**src/rtl/arith_pkg.sv**
```systemverilog
// Shared definitions for the sequential arithmetic unit: operation
// encodings and the control FSM state type.
package arith_pkg;

    // Operation select encodings carried on the op bus.
    localparam logic [1:0] OP_ADD = 2'b00;
    localparam logic [1:0] OP_SUB = 2'b01;
    localparam logic [1:0] OP_MUL = 2'b10;
    localparam logic [1:0] OP_DIV = 2'b11;

    // Control FSM states.
    typedef enum logic [1:0] {
        ST_IDLE = 2'd0,
        ST_CALC = 2'd1,
        ST_DONE = 2'd2
    } state_t;

endpackage

```
**src/rtl/seq_arith_unit_if.sv**
```systemverilog
// Request/response bundle of the sequential arithmetic unit.
//
// Handshake: the requester drives start with op/a/b. The unit accepts on a
// rising edge where it is idle (busy=0) and start=1; operands are captured at
// that edge. busy stays high from the cycle after accept until the unit is
// idle again; start is ignored while busy. done pulses for exactly one cycle
// when results are valid, and prd/quo/rem/dbz hold until the next accept
// (dbz clears at accept).
interface seq_arith_unit_if #(parameter int W = 8);
    import arith_pkg::*;

    logic           start;
    logic [1:0]     op;
    logic [W-1:0]   a;
    logic [W-1:0]   b;
    logic           busy;
    logic           done;
    logic [2*W-1:0] prd;
    logic [W-1:0]   quo;
    logic [W-1:0]   rem;
    logic           dbz;
    state_t         dbg_state;

    modport master (
        output start, op, a, b,
        input  busy, done, prd, quo, rem, dbz, dbg_state
    );

    modport slave (
        input  start, op, a, b,
        output busy, done, prd, quo, rem, dbz, dbg_state
    );

endinterface

```
**src/rtl/seq_divider_core.sv**
```systemverilog
// Restoring shift-subtract divider datapath: one quotient bit per step.
// Loading captures dividend/divisor; after W steps quo/rem hold the result.
// Divide-by-zero is handled by the caller and never stepped here.
module seq_divider_core #(
    parameter int W = 8
) (
    input  logic         clk,
    input  logic         rstn,
    input  logic         load,
    input  logic         step,
    input  logic [W-1:0] dividend,
    input  logic [W-1:0] divisor,
    output logic [W-1:0] quo,
    output logic [W-1:0] rem
);

    logic [W-1:0] q_r;
    logic [W-1:0] r_r;
    logic [W-1:0] d_r;
    logic [W:0]   shifted;
    logic [W:0]   diff;
    logic         fits;

    // Partial remainder shifted left with the next dividend bit brought in.
    assign shifted = {r_r, q_r[W-1]};
    assign diff    = shifted - {1'b0, d_r};
    // shifted < 2*d always holds, so the top bit of diff is a clean borrow flag.
    assign fits    = ~diff[W];

    // Load operands, then shift one quotient bit into q_r per step.
    always_ff @(posedge clk) begin
        if (!rstn) begin
            q_r <= '0;
            r_r <= '0;
            d_r <= '0;
        end else if (load) begin
            q_r <= dividend;
            r_r <= '0;
            d_r <= divisor;
        end else if (step) begin
            if (fits) begin
                r_r <= diff[W-1:0];
                q_r <= {q_r[W-2:0], 1'b1};
            end else begin
                r_r <= shifted[W-1:0];
                q_r <= {q_r[W-2:0], 1'b0};
            end
        end
    end

    assign quo = q_r;
    assign rem = r_r;

endmodule

```
**src/rtl/seq_arith_unit.sv**
```systemverilog
// Sequential arithmetic unit: ADD/SUB in one step, MUL by radix-2 shift-add
// and DIV by restoring division, each W steps. A final CALC cycle commits the
// working registers to the output registers on the way into DONE, so partial
// values never appear on prd/quo/rem.
module seq_arith_unit
    import arith_pkg::*;
#(
    parameter int W = 8
) (
    input  logic             clk,
    input  logic             rstn,
    seq_arith_unit_if.slave  bus
);

    localparam int             CW     = $clog2(W + 1);
    localparam logic [CW-1:0]  ITER_W = CW'(W);
    localparam logic [CW-1:0]  ITER_1 = CW'(1);

    state_t         state;
    logic [CW-1:0]  cnt;
    logic [CW-1:0]  limit;
    logic [1:0]     op_q;
    logic [W-1:0]   a_q;
    logic [W-1:0]   b_q;
    logic [2*W-1:0] acc;
    logic [2*W-1:0] mcand;
    logic [W-1:0]   mplier;
    logic [2*W-1:0] prd_q;
    logic [W-1:0]   quo_q;
    logic [W-1:0]   rem_q;
    logic           dbz_q;
    logic           busy_q;
    logic           done_q;
    logic           accept;
    logic           div_step;
    logic [W-1:0]   div_quo;
    logic [W-1:0]   div_rem;

    assign accept = (state == ST_IDLE) && bus.start;

    // Number of working steps for the latched operation.
    always_comb begin
        limit = ITER_1;
        if (op_q == OP_MUL || (op_q == OP_DIV && b_q != '0)) begin
            limit = ITER_W;
        end
    end

    assign div_step = (state == ST_CALC) && (op_q == OP_DIV) && (b_q != '0) && (cnt != limit);

    seq_divider_core #(.W(W)) u_div (
        .clk      (clk),
        .rstn     (rstn),
        .load     (accept),
        .step     (div_step),
        .dividend (bus.a),
        .divisor  (bus.b),
        .quo      (div_quo),
        .rem      (div_rem)
    );

    // Control FSM plus ADD/SUB/MUL datapath and registered outputs.
    always_ff @(posedge clk) begin
        if (!rstn) begin
            state  <= ST_IDLE;
            cnt    <= '0;
            op_q   <= OP_ADD;
            a_q    <= '0;
            b_q    <= '0;
            acc    <= '0;
            mcand  <= '0;
            mplier <= '0;
            prd_q  <= '0;
            quo_q  <= '0;
            rem_q  <= '0;
            dbz_q  <= 1'b0;
            busy_q <= 1'b0;
            done_q <= 1'b0;
        end else begin
            case (state)
                ST_IDLE: begin
                    done_q <= 1'b0;
                    if (bus.start) begin
                        op_q   <= bus.op;
                        a_q    <= bus.a;
                        b_q    <= bus.b;
                        cnt    <= '0;
                        acc    <= '0;
                        mcand  <= {{W{1'b0}}, bus.a};
                        mplier <= bus.b;
                        dbz_q  <= 1'b0;
                        busy_q <= 1'b1;
                        state  <= ST_CALC;
                    end
                end
                ST_CALC: begin
                    if (cnt == limit) begin
                        state  <= ST_DONE;
                        done_q <= 1'b1;
                        if (op_q == OP_DIV) begin
                            if (b_q == '0) begin
                                quo_q <= '1;
                                rem_q <= a_q;
                                dbz_q <= 1'b1;
                            end else begin
                                quo_q <= div_quo;
                                rem_q <= div_rem;
                            end
                        end else begin
                            prd_q <= acc;
                        end
                    end else begin
                        cnt <= cnt + ITER_1;
                        case (op_q)
                            OP_ADD: acc <= {{W{1'b0}}, a_q} + {{W{1'b0}}, b_q};
                            OP_SUB: acc <= {{W{1'b0}}, a_q} - {{W{1'b0}}, b_q};
                            OP_MUL: begin
                                if (mplier[0]) begin
                                    acc <= acc + mcand;
                                end
                                mcand  <= mcand << 1;
                                mplier <= mplier >> 1;
                            end
                            default: ;
                        endcase
                    end
                end
                ST_DONE: begin
                    done_q <= 1'b0;
                    busy_q <= 1'b0;
                    state  <= ST_IDLE;
                end
                default: state <= ST_IDLE;
            endcase
        end
    end

    assign bus.busy      = busy_q;
    assign bus.done      = done_q;
    assign bus.prd       = prd_q;
    assign bus.quo       = quo_q;
    assign bus.rem       = rem_q;
    assign bus.dbz       = dbz_q;
    assign bus.dbg_state = state;

endmodule

```
**src/flat_wrapper.sv**
```systemverilog
// flat-port wrapper written by rule: the top's interface ports become plain ports
module seq_arith_unit_flat import arith_pkg::*;
#(
    parameter int W = 8
)
  (clk, rstn, bus_start, bus_op, bus_a, bus_b, bus_busy, bus_done, bus_prd, bus_quo, bus_rem, bus_dbz, bus_dbg_state);
  seq_arith_unit_if #(.W(W)) bus_i ();
  input  logic clk;
  input  logic rstn;
  input wire logic [$bits(bus_i.start)-1:0] bus_start;
  input wire logic [$bits(bus_i.op)-1:0] bus_op;
  input wire logic [$bits(bus_i.a)-1:0] bus_a;
  input wire logic [$bits(bus_i.b)-1:0] bus_b;
  output wire logic [$bits(bus_i.busy)-1:0] bus_busy;
  output wire logic [$bits(bus_i.done)-1:0] bus_done;
  output wire logic [$bits(bus_i.prd)-1:0] bus_prd;
  output wire logic [$bits(bus_i.quo)-1:0] bus_quo;
  output wire logic [$bits(bus_i.rem)-1:0] bus_rem;
  output wire logic [$bits(bus_i.dbz)-1:0] bus_dbz;
  output wire logic [$bits(bus_i.dbg_state)-1:0] bus_dbg_state;
  assign bus_i.start = bus_start;
  assign bus_i.op = bus_op;
  assign bus_i.a = bus_a;
  assign bus_i.b = bus_b;
  assign bus_busy = bus_i.busy;
  assign bus_done = bus_i.done;
  assign bus_prd = bus_i.prd;
  assign bus_quo = bus_i.quo;
  assign bus_rem = bus_i.rem;
  assign bus_dbz = bus_i.dbz;
  assign bus_dbg_state = bus_i.dbg_state;
  seq_arith_unit #(.W(W)) u_core (.clk(clk), .rstn(rstn), .bus(bus_i));
endmodule
```
**config.mk**
```make
export PLATFORM = sky130hd
export DESIGN_NAME = seq_arith_unit_flat
export DESIGN_NICKNAME = d
export VERILOG_FILES = /design/src/rtl/arith_pkg.sv /design/src/rtl/seq_arith_unit_if.sv /design/src/rtl/seq_divider_core.sv /design/src/rtl/seq_arith_unit.sv /design/src/flat_wrapper.sv
export SDC_FILE = /design/constraint.sdc
export NUM_CORES = 1
export LEC_CHECK = 0
export BUFFER_PORTS_ARGS = -buffer_cell sky130_fd_sc_hd__buf_2
export CAP_MARGIN = 5
export CORE_MARGIN = 2
export CORE_UTILIZATION = 48
export CTS_CLUSTER_DIAMETER = 60
export DETAILED_ROUTE_END_ITERATION = 6
export GPL_TIMING_DRIVEN = 0
export PLACE_DENSITY = 0.63
export SYNTH_ARGS = -nofsm -noshare
export SYNTH_HDL_FRONTEND = slang
export SYNTH_HIERARCHICAL = 1
export SYNTH_SLANG_ARGS = --single-unit
```
**constraint.sdc**
```tcl
create_clock -name clk -period 7 [get_ports clk]
set_clock_uncertainty 0.1 [all_clocks]
set_input_delay 0 -clock clk [delete_from_list [all_inputs] [get_ports clk]]
set_output_delay 0 -clock clk [all_outputs]
set_load 0.03 [all_outputs]
```
======== Word level (Yosys, flattened, before mapping) ========
Cells that the tools add are included.
word-level totals
  bits in writable memories ............... 0
  memory bits (read-only) ................. 0
  register bits ........................... 123
  output and inout bits ................... 37
  logic and storage cells ................. 100
  input port bits ......................... 21
  memories kept ........................... 0
  latch bits .............................. 0
cells by class
  shift-type cells ........................ 0
  add/sub/neg operators ................... 5
  reductions and logical operators ........ 26
  bitwise logic cells ..................... 2
  order comparisons ....................... 0
  mux-type cells .......................... 35
  eq/ne operators ......................... 15
  div/mod/pow operators ................... 0
  $mul .................................... 0
operators by type and width
  cell                                                 count
  2-to-1 mux 16 bit                                    6
  2-to-1 mux 8 bit                                     8
  one-hot mux 16 bit (2 select lines)                  2
  one-hot mux 16 bit (3 select lines)                  1
  adder 16 bit                                         1
  one-hot mux 8 bit (2 select lines)                   1
  2-to-1 mux 4 bit                                     3
  inequality test 2 bit, second input constant         5
  AND reduction 5 bit                                  2
  adder 8 x 8 -> 9 bit                                 1
  AND reduction 3 bit                                  3
  subtractor 8 x 8 -> 9 bit                            1
  subtractor 9 x 8 -> 9 bit                            1
  zero test 8 bit                                      1
  one-hot mux 4 bit (2 select lines)                   1
  AND reduction 2 bit                                  4
  nonzero test 2 bit                                   4
  nonzero test 8 bit                                   1
  2-to-1 mux 1 bit                                     7
  equality test 2 bit, second input constant           3
  one-hot mux 1 bit (2 select lines)                   3
  logical AND 1 bit                                    5
  adder 4 x 1 -> 4 bit, second input constant          1
  equality test 2 x 1 -> 1 bit, second input constant  2
  other kinds (12)                                     16

======== Depth between registers and ports, before layout ========
Gate-level depths: netlist of run 1.
  word-level depth ........................ 8
  gate-level depth with buffers ........... 12
  mapped depth without buffers ............ 10

======== By module ========
Netlist of run 1, hierarchy kept.
by module, submodules not included
  module            cells an instance  sequential area each (sq um)  area an instance (sq um)  times used
  seq_arith_unit    676                1981.9                        5436.5                    1
  seq_divider_core  164                480.5                         1431.4                    1

======== Worst setup path after synthesis of run 1 ========
OpenSTA, ideal clock, no wires.
  path type ............................... reg-to-reg
  start point ............................. register u_core.state[0] (netlist: u_core/bus.dbg_state[0])
  end point ............................... register u_core.u_div.q_r[4] (netlist: u_core/u_div/quo[4])
  path slack .............................. 4370 ps
  clock period less this slack ............ 2630 ps
  required time ........................... 6772 ps
  path buffers ............................ 4
  stages on the path, launching flop included .. 11
  library setup time ...................... 128 ps
  arrival ................................. 2402 ps
  cell sequence ........................... dfxtp_1 nand2_1 clkbuf_1 clkbuf_1 nor4_1 buf_6 clkbuf_1 mux2i_1 nor2_1 a21oi_1 nor2_1
between the ends
  longest elaborated chain between the ends .. 5
  elaborated cells between the ends (all ways) .. 8
  those cells by class .................... eq/ne (1); mux (1); reduce/logical (6)
RTL lines
  what                             RTL line                RTL
  start, declared                  seq_arith_unit.sv:19    state_t state;
  start signal, assigned           seq_arith_unit.sv:65    state <= ST_IDLE;
  start signal, assigned           seq_arith_unit.sv:93    state <= ST_CALC;
  start signal, assigned           seq_arith_unit.sv:98    state <= ST_DONE;
  equality test 2 x 1 -> 1 bit     seq_arith_unit.sv:49    assign div_step = (state == ST_CALC) && (op_q == OP_DIV) && (b_q != '0) && (cnt != limit);
  logical AND 1 bit (3 in series)  seq_arith_unit.sv:49
  via u_core.div_step              seq_arith_unit.sv:35    logic div_step;
  nonzero test 2 bit (no line)     n/a
  end signal, assigned             seq_divider_core.sv:37  q_r <= dividend;
  end signal, assigned             seq_divider_core.sv:43  q_r <= {q_r[W-2:0], 1'b1};
  end signal, assigned             seq_divider_core.sv:46  q_r <= {q_r[W-2:0], 1'b0};
  end, declared                    seq_divider_core.sv:17  logic [W-1:0] q_r;
The timed path passes the listed nets, and every way through them passes these cells.
A chain may end at the register's enable or synchronous reset.

======== Worst setup path in the final report of run 1 ========
  start point ............................. register u_core.op_q[0]
  end point ............................... register u_core.u_div.q_r[0] (netlist: u_core/u_div/quo[0])
between the ends
  longest elaborated chain between the ends .. 7
  elaborated cells between the ends (all ways) .. 10
  those cells by class .................... eq/ne (3); mux (1); reduce/logical (6)
RTL lines
  what                              RTL line                                    RTL
  start, declared                   seq_arith_unit.sv:22                        logic [1:0] op_q;
  start signal, assigned            seq_arith_unit.sv:84                        op_q <= bus.op;
  equality test 2 bit               seq_arith_unit.sv:44, seq_arith_unit.sv:49
  logical AND 1 bit                 seq_arith_unit.sv:44                        if (op_q == OP_MUL || (op_q == OP_DIV && b_q != '0)) begin
  logical OR 1 bit                  seq_arith_unit.sv:44
  2-to-1 mux 4 bit                  seq_arith_unit.sv:44
  inequality test 4 bit             seq_arith_unit.sv:49
  logical AND 1 bit (*)             seq_arith_unit.sv:49
  via u_core.div_step               seq_arith_unit.sv:35
  nonzero test 2 bit (no line) (*)  n/a
The timed path passes the listed nets; every way through them passes the cells marked *.

==> flow_summary.yaml, run 1 <==
drt:
  ant_nets: 0
  firstDrtPassIters: 5
  routed_wl_um: 21000
  wire_per_inst_um: 18.6
  drc: 0
  via_count: 6556
  drt_iter0_drc: 604
  viasPerCell: 5.80
floorplanning:
  io_pins: 58
  rows: 43
  initial_core_util: 0.493
  die_h_um: 124
  core_um2: 13900
  dieArea_um2: 15300
  die_x_um: 124
clock_tree:
  cts_resized: 0
  cts_tree: "built"
  clk_pin_slew_worst_paths_ns: 0.06
  clk_latency_ns: 0.42
  post-cts-setup-buffers: 0
  htreeDepth: 4
  clock_sinks: 123
  cts_made_buffers: 17
  root_buffer: "clkbuf_16"
  clockBufferDepth: 2
  hold_buffers: 21
timing:
  grt_setup_unrepaired: "no"
  hold_violations: 0
  finalCritPeriodShare: 0.531
  tightest_slew_ns: 0.844
  max_freq_mhz: 269
  tns_ns: 0
  slew_headroom: 0.435
  drv_slew: 0
  period_minus_slack_ns: 3.72
  setup_viol: 0
worst_hold_path:
  min_from: "bus_op[1]"
  hold_class: "in2reg"
  holdPathEnd: "u_core/op_q[1]"
  hold_depth: 4
layout:
  diodes: 0
  area_delta_synth_final_pct: 19.8
  fin_area_um2: 8230
  drive_gt1_frac: 0.123
  nets: 1006
power_and_ir_drop:
  intPower_w: 0.00149
  p_sw_frac: 0.277
  p_per_area_nw_per_um2: 250
  combPwrFrac: 0.171
  pwr-share-clk: 0.458
  peakVddDrop_mv: 0.249
  p_sw_w: 0.000570
  seq_power_share: 0.371
  leakage_nw: 3.42
synthesis:
  avgSynthCellArea_um2: 8.18
  netlist_area_um2: 6870
  ys_warn_count: 6
  netlist_top_cells_area: "dfxtp_1, ha_1, nand2_1, a21oi_1, nor2_1"
  synth_edf_count: 0
  synthFlopType: "dfxtp_1"
  yosys.area.top_type: "dfxtp_1"
  yosys.cell_types.count: 77
  syn-num-nets: 909
  postSynth.asyncResetShare: 0
  yosysSeqAreaShare: 0.359
  ys_ff_latch: 123
  syn_inst: 840
  yosysTopAreaCellShare: 0.359
setup_path:
  worstPathMaxFanout: 10
  reg2reg_to: "u_core/u_div/quo[0]"
  r2r_slack_ns: 3.28
  cp-start-kind: "flip-flop"
  regToRegStartpoint: "u_core/op_q[0]"
  critPathCaptureType: "flip-flop"
  arrival_ns: 3.92
  cp_data_required_time_ns: 7.21
  path_class: "reg2reg"
  r2r_cells: 12
status:
  status: "finished, final reports clean"
grt:
  grt_pass1_wl_um: 32500
  grt_max_degree: 17
  track_usage: 0.284
  grt_overflow: 0
  grt_pass1_vias: 6242
  grt_antenna_before_repair: 0
placed_design:
  io_buffers: 57
  dp_hpwl_um: 16200
  place_congestion: 0.954
  placed_cell_area_um2: 7380
job:
  drv_cap: 0
## kinds of logic (layout without fill, tap and decap cells)
family | count (synthesis) | count (layout) | synth area share
AND/OR/NAND/NOR | 301 | 301 | 0.203
AO/OA/AOI/OAI | 229 | 229 | 0.222
flip-flops | 123 | 123 | 0.359
buffers and inverters | 88 | 198 | 0.0534
adder cells (fa/ha/maj) | 48 | 48 | 0.0918
multiplexers | 27 | 27 | 0.0395
XOR/XNOR | 24 | 24 | 0.0317
## metrics by stage
stage / utilization / worst slack (ns) / cells / total power (W) / hold WS, ns
after floorplan: - / 4.37 / 840 / 0.00101 / 0.0360
after global placement: 0.529 / 3.90 / 1077 / 0.00111 / 0.152
after CTS: 0.590 / 3.32 / 1130 / 0.00205 / 0.265
after detailed placement: 0.529 / 3.82 / 1077 / 0.00111 / 0.157
after global routing: 0.590 / 3.05 / 1130 / 0.00213 / 0.312
final: 0.590 / 3.28 / 1130 / 0.00205 / 0.295
## critical path: stages (launching register included)
cell	delay, ns
dfxtp_1	0.38
inv_1	0.09
ha_1	0.26
nor4bb_1	0.16
a21oi_1	0.25
a31oi_4	0.23
nor4_1	0.42
buf_6	0.22
clkbuf_1	0.47
inv_1	0.17
a21oi_1	0.16
a221oi_1	0.09
dlygate4sd3_1	0.60
## routing by layer
layer | track usage | vias to the layer above | routed length [um]
li1 | - | 3189 | -
met1 | 0.357 | 3155 | 9180
met2 | 0.485 | 186 | 10200
met3 | 0.0632 | 26 | 1270
met4 | 0.0874 | 0 | 395
met5 | 0 | - | 0
## layout by cell type, fill, tap and decap left out, types with 12 or more instances in the layout
cell type and instances:
dlygate4sd3_1 21, nor2_1 78, xor2_1 12, buf_2 62, clkbuf_1 33, a21oi_1 63, nand3_1 44, ha_1 44
a311oi_1 15, o21ai_1 14, nand2_1 126, inv_1 39, mux2i_1 26, clkbuf_16 17, dfxtp_1 123, o21ai_0 47
## worst max-delay path by stage
| stage | start | endpoint | slack, ns | cells past startpoint |
|---|---|---|---|---|
| 2_1_floorplan | u_core/bus.dbg_state[0] | u_core/u_div/quo[4] | 4.37 | 10 |
| 3_3_place_gp | u_core/op_q[0] | u_core/u_div/quo[4] | 3.90 | 12 |
| 3_5_place_dp | u_core/op_q[0] | u_core/u_div/quo[4] | 3.82 | 12 |
| 4_1_cts | u_core/op_q[0] | u_core/u_div/quo[0] | 3.32 | 12 |
| 5_1_grt | u_core/op_q[0] | u_core/u_div/quo[0] | 3.05 | 12 |
| 6_report | u_core/op_q[0] | u_core/u_div/quo[0] | 3.28 | 12 |
## area by class of cell
class                      count  area (um^2)
clock inverter                11          166
multi-input combinational    629         4040
buffer                        47          213
timing repair buffer          78          495
tap                          180          225
inverter                      41          154
fill                        1263         5710
clock buffer                  21          470
sequential                   123         2460
## cells in the mapped netlist, types with 3 or more instances
cell type / instances
buf_2: 5
nand2_1: 126
a31oi_1: 4
o21a_1: 4
buf_6: 3
a22oi_1: 3
nor2_1: 78
a21o_1: 9
xor2_1: 12
a311oi_1: 15
o31ai_1: 11
and2_1: 5
a221oi_1: 8
and3_1: 3
buf_1: 5
or3_1: 5
o221ai_1: 4
nor3_1: 7
o22ai_1: 11
o2111ai_1: 3
a211oi_1: 7
o21ai_0: 47
o21ai_1: 14
nand3b_1: 3
xnor2_1: 11
nor2b_1: 6
dfxtp_1: 123
inv_1: 39
nand2b_1: 4
fa_1: 4
clkbuf_1: 32
a21oi_1: 63
nand3_1: 44
mux2i_1: 26
ha_1: 44
## registers in the layout, indices dropped and copies added, names as in the netlist
signal,flops
u_core/op_q,2
u_core/acc,16
u_core/u_div/rem,8
u_core/a_q,8
u_core/bus.quo,8
u_core/bus.prd,16
u_core/cnt,4
u_core/b_q,8
u_core/bus.busy,1
u_core/bus.dbg_state,2
u_core/mcand,16
u_core/bus.rem,8
u_core/mplier,8
u_core/u_div/quo,8
u_core/bus.dbz,1
u_core/u_div/d_r,8
u_core/bus.done,1
## power groups by stage
stage                     sequential, W  clock, W  combinational (W)
final                          0.000762  0.000941           0.000351
after global routing           0.000765  0.000985           0.000383
after CTS                      0.000762  0.000947           0.000346
after detailed placement       0.000776         0           0.000335
after global placement         0.000775         0           0.000330
after floorplan                0.000768         0           0.000244
Note: power is estimated with default switching activity, not from simulation.
==> inputs of run 2 (changes only) <==
Settings changed: PLACE_DENSITY 0.63 to 0.66.
Clock period 7 ns to 3.04 ns, I/O delays scaled along.
==> flow_summary.yaml, run 2 (synthesis results as in run 1) <==
grt:
  grt_pass1_vias: 5917
  grt_antenna_before_repair: 0
  track_usage: 0.263
  grt_max_degree: 17
  grt_overflow: 0
  grt_pass1_wl_um: 30400
job:
  drv_cap: 0
setup_path:
  path_class: "reg2reg"
  cp-start-kind: "flip-flop"
  cp_data_required_time_ns: 3.29
  slowest_delay_ns: 0.42
  cpMostUsedCell: "a21oi_1"
  worstPathMaxFanout: 16
  critPathCaptureType: "flip-flop"
  worstPathCellList: "inv_1 -> ha_1 -> nor4bb_1 -> a21oi_1 -> a31oi_4 -> nor4_1 -> buf_6 -> clkbuf_1 -> o21ai_0 -> a21oi_1"
  arrival_ns: 3.09
  critPathSlowestCell: "nor4_1"
drt:
  viasPerCell: 5.63
  routed_wl_um: 19200
  ant_nets: 0
  firstDrtPassIters: 5
  drc: 0
  drt_iter0_drc: 452
  via_count: 6351
  wire_per_inst_um: 17.1
clock_tree:
  cts_made_buffers: 17
  cts_tree: "built"
  clock_sinks: 123
  root_buffer: "clkbuf_16"
  clk_pin_slew_worst_paths_ns: 0.05
  clk_latency_ns: 0.42
  htreeDepth: 4
  post-cts-setup-buffers: 0
  clockBufferDepth: 2
power_and_ir_drop:
  p_per_area_nw_per_um2: 568
  leakage_nw: 3.41
  combPwrFrac: 0.169
  peakVddDrop_mv: 0.414
  seq_power_share: 0.376
  pwr-share-clk: 0.455
  p_sw_frac: 0.277
  p_sw_w: 0.00129
  intPower_w: 0.00337
placed_design:
  io_buffers: 57
  placed_cell_area_um2: 7380
  place_congestion: 0.946
  dp_hpwl_um: 14900
  placed_cells: 1077
timing:
  setup_viol: 0
  max_freq_mhz: 353
  grt_setup_unrepaired: "no"
  drv_slew: 0
  slew_headroom: 0.512
  tns_ns: 0
  period_minus_slack_ns: 2.83
  tightest_slew_ns: 0.733
  finalCritPeriodShare: 0.932
  hold_violations: 0
layout:
  multiInputGateArea_um2: 4050
  fin_area_um2: 8200
  most-common-layout-cells: "nand2_1, dfxtp_1, nor2_1"
  regArea_um2: 2460
  drive_gt1_frac: 0.126
  diodes: 0
  area_delta_synth_final_pct: 19.4
  stdcell_count: 1128
  utilization: 0.588
  nets: 1004
  fillCellCount: 1253
  layout_commonest_cell: "nand2_1"
worst_hold_path:
  hold_class: "in2reg"
floorplanning:
  die_h_um: 124
  initial_core_util: 0.493
  die_x_um: 124
  io_pins: 58
  core_um2: 13900
  rows: 43
  dieArea_um2: 15300
status:
  status: "finished, final reports clean"
[run 2: final timing paths]
| path | from | endpoint | slack (ns) | cells past startpoint |
|---|---|---|---|---|
| max | u_core/op_q[0] | u_core/u_div/rem[2] | 0.21 | 10 |
| min | bus_op[1] | u_core/op_q[1] | 0.28 | 4 |
| max reg2reg | u_core/op_q[0] | u_core/u_div/rem[2] | 0.21 | 10 |
| min reg2reg | u_core/bus.prd[12] | u_core/bus.prd[12] | 0.35 | 2 |
[run 2: cell type report]
type | count | share of cell area
Multi-Input combinational cell | 629 | 0.493
Sequential cell | 123 | 0.300
Timing Repair Buffer | 77 | 0.0592
Clock buffer | 19 | 0.0540
Tap cell | 180 | 0.0275
Buffer | 46 | 0.0256
Clock inverter | 13 | 0.0212
Inverter | 41 | 0.0188
[run 2: power by group through the flow]
stage / combinational (W) / sequential (W) / clock [W]
final: 0.000788 / 0.00175 / 0.00212
after floorplan: 0.000561 / 0.00177 / 0
after detailed placement: 0.000754 / 0.00179 / 0
after global routing: 0.000870 / 0.00176 / 0.00223
after CTS: 0.000778 / 0.00175 / 0.00215
after global placement: 0.000749 / 0.00178 / 0
[run 2: metrics by stage]
| step | power [W] | setup slack (ns) | hold WS [ns] |
|---|---|---|---|
| 2_1_floorplan | 0.00233 | 0.410 | 0.0360 |
| 3_3_place_gp | 0.00253 | -0.105 | 0.146 |
| 3_5_place_dp | 0.00254 | -0.0727 | 0.149 |
| 4_1_cts | 0.00468 | 0.165 | 0.257 |
| 5_1_grt | 0.00486 | 0.00991 | 0.279 |
| 6_report | 0.00466 | 0.207 | 0.281 |
[run 2: repair_timing]
action / in CTS / in global routing
hold buffers: 20 / 0
gates resized for setup: 0 / 2
hold endpoints to repair: 59 / 0
endpoints found under the setup margin: 7 / 11
[run 2: metal layers]
metal	global-route usage	share of wire	vias to the layer above
met2	0.419	0.46	191
met5	0	0	-
met4	0.119	0.030	0
li1	-	-	3171
met3	0.0696	0.062	46
met1	0.335	0.45	2943
[run 2: critical path, delay by kind of cell (launching register included)]
kind / cells / cell delay (ns)
AOI/OAI and AO/OA: 4 / 0.78
adders and majority gates: 1 / 0.25
buffers and inverters: 3 / 0.69
DFF: 1 / 0.37
and+or+nand+nor: 2 / 0.58
